==> src/rtl/lbw_pkg.sv <==
// Shared definitions for the latch bank write controller: FSM encoding and a
// constant-foldable clog2 helper for port/localparam sizing.
package lbw_pkg;

    typedef enum logic [1:0] {
        ST_IDLE   = 2'd0,
        ST_SETUP  = 2'd1,
        ST_ENABLE = 2'd2,
        ST_HOLD   = 2'd3
    } state_e;

    function automatic int unsigned clog2(input int unsigned v);
        int unsigned r;
        r = 0;
        for (int unsigned i = 0; i < 32; i++) begin
            if ((32'd1 << i) < v) r = i + 1;
        end
        return r;
    endfunction

endpackage

==> src/rtl/rr_arbiter.sv <==
// Combinational round-robin pick: first unmasked request at or above ptr,
// wrapping modulo NREQ.
module rr_arbiter #(
    parameter int unsigned NREQ = 4,
    parameter int unsigned IW   = 2
) (
    input  logic [NREQ-1:0] req,
    input  logic [NREQ-1:0] mask,
    input  logic [IW-1:0]   ptr,
    output logic            gnt_valid,
    output logic [IW-1:0]   gnt_id
);

    logic [NREQ-1:0] eligible;
    int unsigned     idx;

    always_comb begin
        eligible  = req & ~mask;
        gnt_valid = 1'b0;
        gnt_id    = '0;
        idx       = 0;
        for (int unsigned k = 0; k < NREQ; k++) begin
            idx = (32'(ptr) + k) % NREQ;
            if (!gnt_valid && eligible[IW'(idx)]) begin
                gnt_valid = 1'b1;
                gnt_id    = IW'(idx);
            end
        end
    end

endmodule

==> src/rtl/latch_bank_write_ctrl.sv <==
// Round-robin write sequencer for a bank of level-sensitive storage cells.
// Each write runs SETUP -> ENABLE -> HOLD so data/select are stable under lat_en.
module latch_bank_write_ctrl
    import lbw_pkg::*;
#(
    parameter  int unsigned NREQ   = 4,
    parameter  int unsigned DW     = 8,
    parameter  int unsigned DEPTH  = 4,
    localparam int unsigned AW     = clog2(DEPTH),
    localparam int unsigned AW_REQ = clog2(NREQ)
) (
    input  logic                 clk,
    input  logic                 rst,
    input  logic [NREQ-1:0]      req,
    input  logic [NREQ*AW-1:0]   wr_addr,
    input  logic [NREQ*DW-1:0]   wr_data,
    output logic [NREQ-1:0]      ack,
    output logic                 err,
    output logic [DW-1:0]        lat_d,
    output logic [DEPTH-1:0]     lat_en,
    output logic                 busy,
    output logic [AW_REQ-1:0]    grant_id
);

    state_e              state_q, state_d;
    logic [AW_REQ-1:0]   ptr_q, ptr_d;
    logic [AW-1:0]       addr_q, addr_d;
    logic [DW-1:0]       lat_d_q, lat_d_d;
    logic [DEPTH-1:0]    lat_en_q, lat_en_d;
    logic [NREQ-1:0]     ack_q, ack_d;
    logic                err_q, err_d;
    logic                busy_q, busy_d;
    logic [AW_REQ-1:0]   grant_id_q, grant_id_d;

    logic [NREQ-1:0]     arb_mask;
    logic                gnt_valid;
    logic [AW_REQ-1:0]   gnt_id;
    logic [DEPTH-1:0]    en_dec;
    logic                addr_oor;

    // The requester being acked this cycle sits out the re-arbitration.
    always_comb begin
        arb_mask = '0;
        if (state_q == ST_HOLD) arb_mask[grant_id_q] = 1'b1;
    end

    rr_arbiter #(
        .NREQ (NREQ),
        .IW   (AW_REQ)
    ) u_arb (
        .req       (req),
        .mask      (arb_mask),
        .ptr       (ptr_q),
        .gnt_valid (gnt_valid),
        .gnt_id    (gnt_id)
    );

    always_comb begin
        en_dec = '0;
        for (int unsigned i = 0; i < DEPTH; i++) begin
            en_dec[i] = (addr_q == AW'(i));
        end
        addr_oor = (32'(addr_q) >= DEPTH);
    end

    always_comb begin
        state_d    = state_q;
        ptr_d      = ptr_q;
        addr_d     = addr_q;
        lat_d_d    = lat_d_q;
        lat_en_d   = '0;
        ack_d      = '0;
        err_d      = 1'b0;
        busy_d     = busy_q;
        grant_id_d = grant_id_q;

        unique case (state_q)
            ST_IDLE, ST_HOLD: begin
                if (gnt_valid) begin
                    state_d    = ST_SETUP;
                    busy_d     = 1'b1;
                    grant_id_d = gnt_id;
                    ptr_d      = AW_REQ'((32'(gnt_id) + 32'd1) % NREQ);
                    addr_d     = wr_addr[32'(gnt_id)*AW +: AW];
                    lat_d_d    = wr_data[32'(gnt_id)*DW +: DW];
                end else begin
                    state_d = ST_IDLE;
                    busy_d  = 1'b0;
                end
            end
            ST_SETUP: begin
                state_d  = ST_ENABLE;
                lat_en_d = en_dec;
            end
            ST_ENABLE: begin
                state_d           = ST_HOLD;
                ack_d[grant_id_q] = 1'b1;
                err_d             = addr_oor;
            end
        endcase
    end

    always_ff @(posedge clk) begin
        if (rst) begin
            state_q    <= ST_IDLE;
            ptr_q      <= '0;
            addr_q     <= '0;
            lat_d_q    <= '0;
            lat_en_q   <= '0;
            ack_q      <= '0;
            err_q      <= 1'b0;
            busy_q     <= 1'b0;
            grant_id_q <= '0;
        end else begin
            state_q    <= state_d;
            ptr_q      <= ptr_d;
            addr_q     <= addr_d;
            lat_d_q    <= lat_d_d;
            lat_en_q   <= lat_en_d;
            ack_q      <= ack_d;
            err_q      <= err_d;
            busy_q     <= busy_d;
            grant_id_q <= grant_id_d;
        end
    end

    assign ack      = ack_q;
    assign err      = err_q;
    assign lat_d    = lat_d_q;
    assign lat_en   = lat_en_q;
    assign busy     = busy_q;
    assign grant_id = grant_id_q;

endmodule

==> config.mk <==
export PLATFORM = sky130hd
export DESIGN_NAME = latch_bank_write_ctrl
export DESIGN_NICKNAME = d
export VERILOG_FILES = /design/src/rtl/lbw_pkg.sv /design/src/rtl/rr_arbiter.sv /design/src/rtl/latch_bank_write_ctrl.sv
export SDC_FILE = /design/constraint.sdc
export NUM_CORES = 1
export LEC_CHECK = 0
export CELL_PAD_IN_SITES_DETAIL_PLACEMENT = 0
export CELL_PAD_IN_SITES_GLOBAL_PLACEMENT = 1
export CORE_MARGIN = 10
export CORE_UTILIZATION = 32
export DETAILED_ROUTE_END_ITERATION = 16
export HOLD_SLACK_MARGIN = 0.08
export PLACE_DENSITY_LB_ADDON = 0.1
export SYNTH_ARGS = -nofsm -noshare
export SYNTH_HDL_FRONTEND = slang
export SYNTH_SLANG_ARGS = --single-unit
export TNS_END_PERCENT = 1
==> constraint.sdc <==
create_clock -name clk -period 2.7 [get_ports clk]
set_input_delay 0.54 -clock clk [delete_from_list [all_inputs] [get_ports clk]]
set_output_delay 0.54 -clock clk [all_outputs]
set_load 0.02 [all_outputs]
Word level (Yosys, flattened, before mapping):

Index checks and enable logic that the tools add are counted.

* register bits after elaboration: 25

* shift-type cells: 2
* $lt $le $gt $ge: 6
* add/subtract/negate cells: 4
* reduce and logical (&&, ||, !) cells: 13
* equal/unequal tests: 6
* multiplexer cells: 22
* bitwise gates (word level): 4

Operators by type and width (count)
* $shiftx A32 B6 Y8: 1
* $lt A2 B3 Y1 const B: 5
* $mux W1: 11
* $bmux W1 S2: 4
* $eq A2 B2 Y1 const B: 4
* $mux W2: 4
* $shiftx A8 B4 Y2: 1
* $pmux W2 S3: 1
* $reduce_or A2 Y1: 3
* $add A2 B1 Y2 const B: 2
* $add A2 B2 Y2 const B: 2
* $and A4 B4 Y4: 1
* $eq A2 B1 Y1 const B: 2
* $logic_and A1 B1 Y1: 4
* $logic_not A2 Y1: 2
* $mux W4: 1
* $not A4 Y4: 1
* $logic_not A1 Y1: 3
* $demux W1 S2: 1
* $ge A2 B1 Y1 const B: 1
* $not A1 Y1: 2
* $reduce_and A2 Y1: 1

Depth between registers and ports, before layout:

* depth after elaboration: 21
* depth in mapped cells: 8
* gate-level depth less buffers: 7

Hierarchy:

A second synthesis with hierarchy kept.

* cell total of the unflattened synthesis: 132
* area total of the unflattened synthesis: 1330.0 µm²

Modules (own cells, without submodules)
* latch_bank_write_ctrl: cells an instance 117, times used 1, area an instance 1206.2 µm²
* rr_arbiter: cells an instance 15, times used 1, area an instance 123.9 µm²

Worst setup path before layout:

OpenSTA, ideal clock, no wires.

* path kind: reg2reg
* start: reg grant_id_q[1] (netlist: grant_id[1])
* end: reg addr_q[1]
* library setup time: 0.129 ns
* slack: 0.661 ns
* required time: 2.571 ns
* arrival: 1.910 ns
* stages on the path, launching flop included: 9
* path buffers: 2
* period minus slack after synthesis: 2.039 ns
* path through: dfxtp_1 > buf_2 > nand2b_1 > o22a_2 > o41ai_4 > nor2_1 > buf_2 > o211ai_1 > o211ai_2

* word-level cells in the longest chain between the ends: 20
* elaborated cells on any way between the ends: 32

RTL lines
* from (decl): RTL line latch_bank_write_ctrl.sv:33 `logic [AW_REQ-1:0] grant_id_q, grant_id_d;`
* from (signal assigned): RTL line latch_bank_write_ctrl.sv:123 `grant_id_q <= grant_id_d;`
* $lt A2 B3 Y1 (not written as such) or $ge A2 B1 Y1 (tied branches): RTL line latch_bank_write_ctrl.sv:44 `if (state_q == ST_HOLD) arb_mask[grant_id_q] = 1'b1;`
* $logic_and A1 B1 Y1 (not written as such): RTL line latch_bank_write_ctrl.sv:44
* $mux W1 (not written as such): RTL line latch_bank_write_ctrl.sv:44
* $demux W1 S2 (*): RTL line latch_bank_write_ctrl.sv:44
* $mux W4 (*): RTL line latch_bank_write_ctrl.sv:44
* $not A4 Y4 (*): RTL line rr_arbiter.sv:18 `eligible = req & ~mask;`
* $and A4 B4 Y4 (*): RTL line rr_arbiter.sv:18
* $bmux W1 S2: RTL line rr_arbiter.sv:24 `if (!gnt_valid && eligible[IW'(idx)]) begin`
* [4 not listed]
* $mux W1: RTL line rr_arbiter.sv:24
* $logic_not A1 Y1: RTL line rr_arbiter.sv:24
* $logic_and A1 B1 Y1: RTL line rr_arbiter.sv:24
* $mux W1: RTL line rr_arbiter.sv:24
* $logic_not A1 Y1: RTL line rr_arbiter.sv:24
* $logic_and A1 B1 Y1: RTL line rr_arbiter.sv:24
* $mux W2 or $mux W1 (tied branches): RTL line rr_arbiter.sv:24
* $shiftx A8 B4 Y2 or $reduce_and A2 Y1 (tied branches)
* to (signal assigned): RTL line latch_bank_write_ctrl.sv:117 `addr_q <= addr_d;`
* to (decl): RTL line latch_bank_write_ctrl.sv:27 `logic [AW-1:0] addr_q, addr_d;`

Mark *: on every way between the ends. The rest lies on a longest branch, timed or not. The select of a mux whose other input is x is not followed.
A chain may end at the register's enable or synchronous reset.

Final worst setup path:

* start: in req[0]
* end: reg addr_q[0]

* word-level cells in the longest chain between the ends: 14
* elaborated cells on any way between the ends: 25

RTL lines
* from (decl): RTL line latch_bank_write_ctrl.sv:14 `input logic [NREQ-1:0] req,`
* $and A4 B4 Y4 (*): RTL line rr_arbiter.sv:18
* $bmux W1 S2: RTL line rr_arbiter.sv:24
* $mux W1 (not written as such): RTL line rr_arbiter.sv:24
* $mux W1: RTL line rr_arbiter.sv:24
* $logic_not A1 Y1: RTL line rr_arbiter.sv:24
* $logic_and A1 B1 Y1: RTL line rr_arbiter.sv:24
* $mux W1: RTL line rr_arbiter.sv:24
* $logic_not A1 Y1: RTL line rr_arbiter.sv:24
* $logic_and A1 B1 Y1: RTL line rr_arbiter.sv:24
* $mux W1: RTL line rr_arbiter.sv:24
* $logic_not A1 Y1: RTL line rr_arbiter.sv:24
* $logic_and A1 B1 Y1: RTL line rr_arbiter.sv:24
* $mux W2 or $mux W1 (tied branches): RTL line rr_arbiter.sv:24
* $shiftx A8 B4 Y2 or $reduce_and A2 Y1 (tied branches)

Marks and branches as above.

==> results.txt <==
Post-route cell area: 2485 µm²
Routed WL: 5.560 mm
Worst-Skew Late Latency: 270 ps
Hold Path Class: reg2reg
Met3 routed WL: 454 µm
H-tree Lvls: 1
Cells after DPL: 316
Simple-gate share of the synthesized area: 19.57%
CTS tree: built
Compound-Gate Fraction of Synth Area: 39.29%
Yosys warnings: 0
I/O Buffers: 64
Critical Path Source: req[0]
Final setup fails: 0
Internal reg-to-reg setup slack: 280 ps
First drt pass iteration count: 4
Vias in the first global route: 1850
Rel. slew slack: 63.71%
First-pass GRT wire length: 9.232 mm
Synth-to-Final Area Change: 46.68%
CP startpoint kind: primary input
Max Slew Vio Count: 0
Slew @ Worst Pin: 544.3 ps
Hold Fails Final Rpt: 0
Wirelength per Cell: 17.38 µm
Total CTS buffers: 3
GPL Wtd Cong: 0.8720
Final Net Count: 300
Synth top area cells: dfxtp_1 (30%), o211ai_2 (7.4%), o221ai_1 (5.2%)
Antenna-violating nets left: 0
Clock sinks: 25
Mapped Cells: 187
Sequential area share after synthesis: 29.54%
Fin crit share: 91.40%
Cell Rows: 26
Syn Area/Cell: 9.059 µm²
Clock skew: 4.002 ps
Gr ovfl total: 0
Vias/cell: 5.294
Syn Nets: 236
Power per cell area: 966.2 nW/µm²
Worst vdd ir: 0.3602 mV
Die width: 92.76 µm
Clock buffer depth: 2
Starting DRT DRC Count: 117
Status: complete, no violations
Top Ports: 66
Final worst-path setup slack: 232.1 ps
Unrepaired setup endpoints after global routing: false
Core Area: 5107 µm²
Largest family of logic cells by synthesized area: compound AO/OA/AOI/OAI gates
Crit path max fanout: 23
Worst reg-to-reg path cell count: 8
Top-area cell type share of the netlist area: 29.54%
Total track usage: 13.10%
Pleak: 0.9758 nW
Share of cells above drive strength 1: 13.20%
Synth Cell Area: 1694 µm²
# diodes: 0
Max stage delay on crit path: 530 ps
Met1 wire length: 2.141 mm
Layout Cells excl Fill: 320
Initial antenna violation count: 0
Die area: 8604 µm²
Post-synth top area cell: dfxtp_1
Reg2reg start: state_q[0]$_SDFF_PP0_
Crit-path cells: clkdlybuf4s50_1 -> nor2b_1 -> mux2i_1 -> a211o_1 -> buf_4 -> a21o_1 -> o211ai_1 -> o211ai_2
Initial core utilization: 33.17%
Largest net degree at the start of global routing: 33
Worst Path Arrival: 2620 ps
FF-to-FF End: lat_d[7]$_SDFFE_PP0P_
Mux cell area share after synthesis: 1.773%
Max Used Layer: met4
Slowest cell on the critical path: a211o_1
Crit path time final: 2468 ps
Achievable Freq: 0.4052 GHz
CP Capture Point: addr_q[0]$_SDFFE_PP0P_
Critical Setup Path Class: in2reg
Pre-CTS setup slack: -70.17 ps
CP required: 2860 ps
Max_cap viols: 0
Vias: 1694
Placed cell area: 2439 µm²
DRC errors left: 0
Pwr Total: 2.401 mW
Library cells used by synthesis: 42
Post-Synth Adder-Cell Area: 2.216%
Setup Buffers After CTS: 0
Root buffer cell: clkbuf_8
Met2 wire length: 2.876 mm
Xor-xnor portion of the synthesized cell area: 0.9601%
Die span in y: 92.76 µm
FF+latch count, synth: 25
Crit. End Element: flop
Placed wire-length estimate: 4.557 mm
Clock-pin slew on the worst setup and hold paths: 90 ps
[worst max-delay path: cells and delay by family]
family / cells / cell delay (ps)
AOI/OAI and AO/OA: 4 / 950
buffers and inverters: 2 / 750
and+or+nand+nor: 1 / 260
muxes: 1 / 120
[cells in the mapped netlist]
cell type,n
dfxtp_1,25
and3_1,12
a21o_1,11
nand3b_1,11
o211ai_1,11
a21boi_0,10
o211ai_2,10
o221ai_1,10
clkbuf_1,9
a21oi_1,7
buf_2,6
nand2_1,6
nor2b_1,6
nor2_1,5
inv_1,4
and2_1,3
ha_1,3
mux2i_1,3
nor3b_1,3
o21a_1,3
o21ai_0,3
and3b_1,2
buf_6,2
o22a_2,2
o22ai_1,2
or2_1,2
a211o_1,1
a21oi_2,1
a2bb2oi_1,1
a31oi_4,1
buf_4,1
conb_1,1
nand2b_1,1
nand3_1,1
nor4_1,1
o211a_1,1
o21ai_1,1
o311ai_1,1
o31a_1,1
o41ai_4,1
or3_1,1
xor2_2,1
[routing by layer]
metal	global-route usage [%]	vias up
li1	-	834
met1	13.45	792
met2	24.36	60
met3	5.085	8
met4	2.956	0
met5	0	-
[kinds of logic after synthesis]
family                     Yosys count
xor gates and xnor gates             1
DFF                                 25
adders and majority gates            3
AOI/OAI and AO/OA                   78
muxes                                3
and+or+nand+nor                     54
other                                1
buffers and inverters               22
[repair_timing]
item,in CTS,in global routing
hold buffers,0,0
endpoints found under the setup margin,0,10
gates resized for setup,0,1
[layout by cell type, fill, tap and decap left out, types with 4 or more instances in the layout]
cell type,Yosys,layout
a21oi_1,7,7
nor2_1,5,5
and3_1,12,12
inv_1,4,4
nand3b_1,11,11
a21o_1,11,11
a21boi_0,10,10
clkdlybuf4s50_1,0,64
o211ai_1,11,11
nand2_1,6,6
o211ai_2,10,10
o221ai_1,10,10
dfxtp_1,25,24
buf_4,1,12
nor2b_1,6,6
[area by class of cell]
class                           count  area (µm²)
Fill cell                         505        2623
Multi-Input combinational cell    140        1085
Timing Repair Buffer               77       750.7
Sequential cell                    25       501.7
Tap cell                           70       87.58
Clock buffer                        4       45.04
Inverter                            4       15.01
[registers in the layout, summed over array words and instances (netlist names)]
register	count
grant_id	2
state_q	2
lat_en	4
lat_d	8
busy	1
ptr_q	2
addr_q	2
ack	4
[per-stage QoR]
step           TNS, ps  hold WS [ps]  util (%)
6_report             0         480.2     48.65
5_1_grt              0         503.6     48.65
4_1_cts              0         485.9     48.63
3_5_place_dp    -354.4         460.4     47.75
3_3_place_gp         0         458.0     47.75
2_1_floorplan        0         429.7         -
[where the power goes]
part           switching, mW  internal (mW)  total (mW)
registers              0.116          0.481       0.597
clock network          0.115          0.106       0.221
logic                  0.882          0.702        1.58
[worst min-delay path by stage]
stage                                start              endpoint  depth (start not counted)
detailed placement       busy$_SDFFE_PP0N_     busy$_SDFFE_PP0N_                          1
CTS                      busy$_SDFFE_PP0N_     busy$_SDFFE_PP0N_                          1
floorplan           addr_q[0]$_SDFFE_PP0P_  lat_en[2]$_SDFF_PP0_                          1
global route             busy$_SDFFE_PP0N_     busy$_SDFFE_PP0N_                          1
finish                   busy$_SDFFE_PP0N_     busy$_SDFFE_PP0N_                          1
global placement         busy$_SDFFE_PP0N_     busy$_SDFFE_PP0N_                          1
No activity file was read; power rests on OpenSTA's default activity.
